$ cat src/rtl/prio_req_encoder.sv
// Registered N-line request encoder with sticky pending bits and valid/ready output.
// Define PRIO_REQ_ENCODER_CNT_EN to add the pend_cnt population-count output.
module prio_req_encoder #(
  parameter int N     = 16,
  parameter int IDX_W = $clog2(N)
) (
  input  logic             clk,
  input  logic             rst,
  input  logic [N-1:0]     req,
  input  logic [N-1:0]     req_en,
  input  logic             rr_mode,
  input  logic             flush,
  output logic             out_valid,
  output logic [IDX_W-1:0] out_idx,
  input  logic             out_ready,
`ifdef PRIO_REQ_ENCODER_CNT_EN
  output logic [N-1:0]     pend,
  output logic [$clog2(N+1)-1:0] pend_cnt
`else
  output logic [N-1:0]     pend
`endif
);

  localparam logic [IDX_W-1:0] LAST = IDX_W'(N - 1);
  localparam logic [N-1:0]     ONE  = N'(1);

  logic [N-1:0]     pend_q, pend_d;
  logic             out_valid_q, out_valid_d;
  logic [IDX_W-1:0] out_idx_q, out_idx_d;
  logic [IDX_W-1:0] ptr_q, ptr_d;

  logic [N-1:0]     new_req;
  logic [N-1:0]     clr;
  logic [N-1:0]     cand;
  logic [N-1:0]     low_mask;
  logic [N-1:0]     low_cand;
  logic [IDX_W-1:0] sel;
  logic             acc;
  logic             load;

  function automatic logic [IDX_W-1:0] hi_idx(input logic [N-1:0] v);
    hi_idx = '0;
    for (int i = 0; i < N; i++) begin
      if (v[i]) hi_idx = IDX_W'(i);
    end
  endfunction

  // Round-robin: highest candidate at or below ptr, else wrap to highest overall.
  always_comb begin
    new_req = req & req_en;
    acc     = out_valid_q & out_ready;
    clr     = acc ? (ONE << out_idx_q) : '0;
    cand    = (pend_q & ~clr) | new_req;
    load    = !out_valid_q | acc;
    for (int i = 0; i < N; i++) begin
      low_mask[i] = (IDX_W'(i) <= ptr_q);
    end
    low_cand = cand & low_mask;
    if (rr_mode && (|low_cand)) sel = hi_idx(low_cand);
    else                        sel = hi_idx(cand);
  end

  always_comb begin
    pend_d      = pend_q;
    out_valid_d = out_valid_q;
    out_idx_d   = out_idx_q;
    ptr_d       = ptr_q;
    if (flush) begin
      pend_d      = new_req;
      out_valid_d = 1'b0;
    end else if (load) begin
      if (|cand) begin
        out_valid_d = 1'b1;
        out_idx_d   = sel;
        pend_d      = cand & ~(ONE << sel);
        if (rr_mode) ptr_d = (sel == '0) ? LAST : sel - 1'b1;
      end else begin
        out_valid_d = 1'b0;
        pend_d      = '0;
      end
    end else begin
      pend_d = pend_q | new_req;
    end
  end

  always_ff @(posedge clk) begin
    if (rst) begin
      pend_q      <= '0;
      out_valid_q <= 1'b0;
      out_idx_q   <= '0;
      ptr_q       <= LAST;
    end else begin
      pend_q      <= pend_d;
      out_valid_q <= out_valid_d;
      out_idx_q   <= out_idx_d;
      ptr_q       <= ptr_d;
    end
  end

  assign out_valid = out_valid_q;
  assign out_idx   = out_idx_q;
  assign pend      = pend_q;

`ifdef PRIO_REQ_ENCODER_CNT_EN
  localparam int CNT_W = $clog2(N + 1);

  logic [CNT_W-1:0] cnt_q, cnt_d;

  always_comb begin
    cnt_d = '0;
    for (int i = 0; i < N; i++) begin
      cnt_d = cnt_d + CNT_W'(pend_d[i]);
    end
  end

  always_ff @(posedge clk) begin
    if (rst) cnt_q <= '0;
    else     cnt_q <= cnt_d;
  end

  assign pend_cnt = cnt_q;
`endif

endmodule

$ cat config.mk
export PLATFORM = sky130hd
export DESIGN_NAME = prio_req_encoder
export DESIGN_NICKNAME = d
export VERILOG_FILES = /design/src/rtl/prio_req_encoder.sv
export SDC_FILE = /design/constraint.sdc
export NUM_CORES = 1
export LEC_CHECK = 0
export ABC_AREA = 1
export ABC_CLOCK_PERIOD_IN_PS = 6800
export BUFFER_PORTS_ARGS = -buffer_cell sky130_fd_sc_hd__buf_2
export CAP_MARGIN = 20
export CORE_MARGIN = 2
export CORE_UTILIZATION = 36
export DETAILED_ROUTE_END_ITERATION = 8
export PLACE_DENSITY = 0.67
export SKIP_LAST_GASP = 1
export SYNTH_ARGS = -nofsm -noshare
export SYNTH_HDL_FRONTEND = slang
export SYNTH_SLANG_ARGS = --single-unit
$ cat constraint.sdc
create_clock -name clk -period 6.8 [get_ports clk]
set_input_delay 1.02 -clock clk [delete_from_list [all_inputs] [get_ports clk]]
set_output_delay 1.02 -clock clk [all_outputs]
set_load 0.02 [all_outputs]
==> metrics.md <==
| Metric | Value |
|---|---|
| Status | `completed` |
| Cts bufs inserted | `3` |
| Crit path cell chain | `buf_2 -> nand2_2 -> nor2_4 -> inv_2 -> nor2_1 -> o21ai_1 -> nand2_2 -> nand2_1 -> nor3_2 -> nand2_1 -> nand2_2 -> nand2_4 -> nand2_2 -> inv_1 -> nand2_1 -> nand2_2 -> ha_1 -> inv_1 -> nor2_1 -> nand2_2 -> nand3_1 -> a221oi_1` |
| Top cells by count, synth | `nand2_1 (118), inv_1 (48), nand3_1 (35)` |
| Synth Net Count | `about 430` |
| Count leader, synth | `nand2_1` |
| Min cycle time layout | `about 3.5 ns` |
| Clock transition at path regs | `0.10 ns` |
| DP Wirelength | `roughly 6 mm` |
| Tot Pwr | `0.484 mW` |
| CTS Hold Bufs | `0` |
| Setup TNS | `0 ns` |
| Avg Synthesized Cell Area | `~5.7 sq um` |
| Synth warn | `0` |
| EDFF count, synth | `0` |
| Number of DRC markers in iteration 0 | `177` |
| Placed Cells | `516` |
| Initial DRT Pass Iterations | `4` |
| DIE HEIGHT | `82.6 um` |
| GRT Util Overall | `23.6%` |
| Number of antenna violations at the first check in global routing | `0` |
| Core footprint | `between 5000 and 6000 sq um` |
| Post-synthesis sequential area ratio | `22.5%` |
| Ports | `58` |
| Final Setup Violations | `0` |
| Synthesized flop and latch total | `25` |
| Final Cycle Share | `52.0%` |
| Number of buffer and inverter stages on the critical path | `4` |
| # fillers | `676` |
| Port bufs | `57` |
| WP data arrival | `around 3.7 ns` |
| Pin count of the biggest net entering global routing | `22` |
| Worst Setup Path Type | `input pin to register` |
| First-pass GRT wire length | `12.1 mm` |
| Unrepaired setup endpoints after global routing | `false` |
| Static leakage | `1.40 nW` |
| Synth-to-Final Area Change | `17.8%` |
| Grt ovf | `0` |
| Critical Path Max Stage Delay | `roughly 0.28 ns` |
| CTS tree | `done` |
| Avg WL per Cell | `roughly 14 um` |
| Clock sinks | `25` |
| Primary FF master, synth | `dfxtp_1` |
| H-tree Lvls | `1` |
| Worst path most repeated cell | `nand2_2` |
| Worst setup SP type | `input pin` |
| Clk root buf | `clkbuf_8` |
| Worst Skew | `0.00555 ns` |
| Post-CTS Setup Inserts | `0` |
| FMAX | `0.283 GHz` |
| Final nets | `485` |
| Total Wirelength | `about 7.3 mm` |
| FP Rows | `28` |
| Yosys top cell area share | `a little under a quarter` |
| Share of cells above drive strength 1 | `around 22%` |
| Cell area after layout | `2620 sq um` |
| Final worst setup slack | `3.26 ns` |
| Pre-CTS setup slack | `3.07 ns` |
| Max FO, Critical Path | `9` |
| Pwr dens | `185 nW/um^2` |
| Cell count after synthesis | `about 390` |
| Post-route ant nets | `0` |
| DRC | `0` |
| DP Area | `2570 sq um` |
| CP top delay family | `simple AND/OR/NAND/NOR gates` |
| Max-Cap Viols | `0` |
| Antenna Cells | `0` |
| Hold Vio Cnt, Final | `0` |
| Worst VDD drop | `87.0 uV` |
| DIE WIDTH | `82.6 um` |
| Worst Hold Class | `register to register` |
| Initial core utilization | `37.3%` |
| Pins over their slew limit | `0` |
| Crit. End Element | `register` |
| CP Data Required Time | `6.98 ns` |
| Number of global-route vias before repair | `~2.5k` |
| Crit path max-delay cell type | `a221oi_1` |
| DR vias | `2685` |
| Clock Path Buffers | `2` |
| Area contributors post-synth | `dfxtp_1 (23%), nand2_1 (20%), inv_1 (8.1%), nand3_1 (7.9%), a21oi_1 (6.1%)` |
| Worst-Skew Late Latency | `0.28 ns` |
| Die area | `6820 sq um` |
| CTS resizes | `0` |
| Layout Cells excl Fill | `520` |
| Worst Max-Slew Pin Slew | `0.826 ns` |
| Synth cell types | `31` |
| Cell taking the most area after synthesis | `dfxtp_1` |
| Synth Cell Area | `2220 sq um` |
| Gpl congestion | `0.939` |
| Detail-routed via count per cell | `approximately 5.2` |
| Max-Slew Margin vs Limit | `roughly 45%` |
| Fraction of registers with async set/reset | `0%` |
worst register-to-register path: stages, from the launching register on:
cell and delay [ns]:
dfxtp_1 0.40, nand2_2 0.11, nor2_4 0.16, inv_2 0.08, nor2_1 0.16, o21ai_1 0.18
nand2_2 0.11, nand2_1 0.08, nor3_2 0.19, nand2_1 0.09, nand2_2 0.10, nand2_4 0.08
nand2_2 0.09, inv_1 0.04, nand2_1 0.09, nand2_2 0.14, ha_1 0.27, inv_1 0.06
nor2_1 0.05, nand2_2 0.12, nand3_1 0.12, a221oi_1 0.28
layout make-up:
type	instances	area [sq um]	share of cell area [%]
flip-flops and latches	25	500	19.1
clock inverters	1	7.51	0.287
multi-input cells	298	1460	55.7
repair buffers	57	285	10.9
clock buffers	3	41.3	1.58
inverters	61	231	8.84
well taps	75	93.8	3.58
per-stage QoR:
stage / hold WS (ns) / util [%]
CTS: 0.580 / 44.0
global route: 0.611 / 44.0
finish: 0.560 / 44.0
global placement: 0.547 / 43.2
detailed placement: 0.551 / 43.2
floorplan: 0.456 / -
placed cells by master, fill, tap and decap left out, types with 4 or more instances in the layout:
master,Yosys,routed
inv_1,48,48
nand3_1,35,35
inv_2,12,12
dfxtp_1,25,25
a31oi_1,7,7
nor3_1,4,4
a21oi_1,27,27
nand2_1,118,118
buf_2,2,57
nand4_1,7,7
o21ai_2,4,4
nand2_2,8,8
o21ai_0,23,23
nor2_1,29,29
o21ai_1,10,10
power breakdown:
group          switching, mW  leakage [nW]  internal, mW  total [mW]
combinational          0.148          1.17        0.0704       0.218
sequential            0.0138         0.208         0.159       0.173
clock                 0.0511        0.0217        0.0416      0.0927
total                  0.213          1.40         0.271       0.484
cell families (layout without fill, tap and decap cells):
| kind of cell | Yosys count | after routing | synth area share (%) |
|---|---|---|---|
| AO/OA/AOI/OAI | 82 | 82 | 21.5 |
| adder cells (fa/ha/maj) | 2 | 2 | 1.13 |
| buffers and inverters | 69 | 122 | 11.9 |
| flip-flops | 25 | 25 | 22.5 |
| AND/OR/NAND/NOR | 214 | 214 | 43.0 |
path summary, 6_finish.rpt:
path              end  depth (start not counted)  slack [ns]  startpoint
min reg2reg  ptr_q[0]                          2        0.56    ptr_q[0]
min          ptr_q[0]                          2        0.56    ptr_q[0]
max           pend[0]                         22        3.26   out_ready
max reg2reg   pend[0]                         21        3.71   out_valid
metal layers:
layer / track usage (%) / vias up / routed length (um)
li1: - / 1384 / -
met2: 37.4 / 87 / 3320
met3: 2.93 / 9 / 405
met4: 5.90 / 0 / 111
met5: 0 / - / 0
met1: 33.7 / 1205 / 3470
flip-flops by register name, indices dropped and copies added, names as in the netlist:
signal	count
pend	16
out_valid	1
out_idx	4
ptr_q	4
Power figures use the tool's default switching activity.
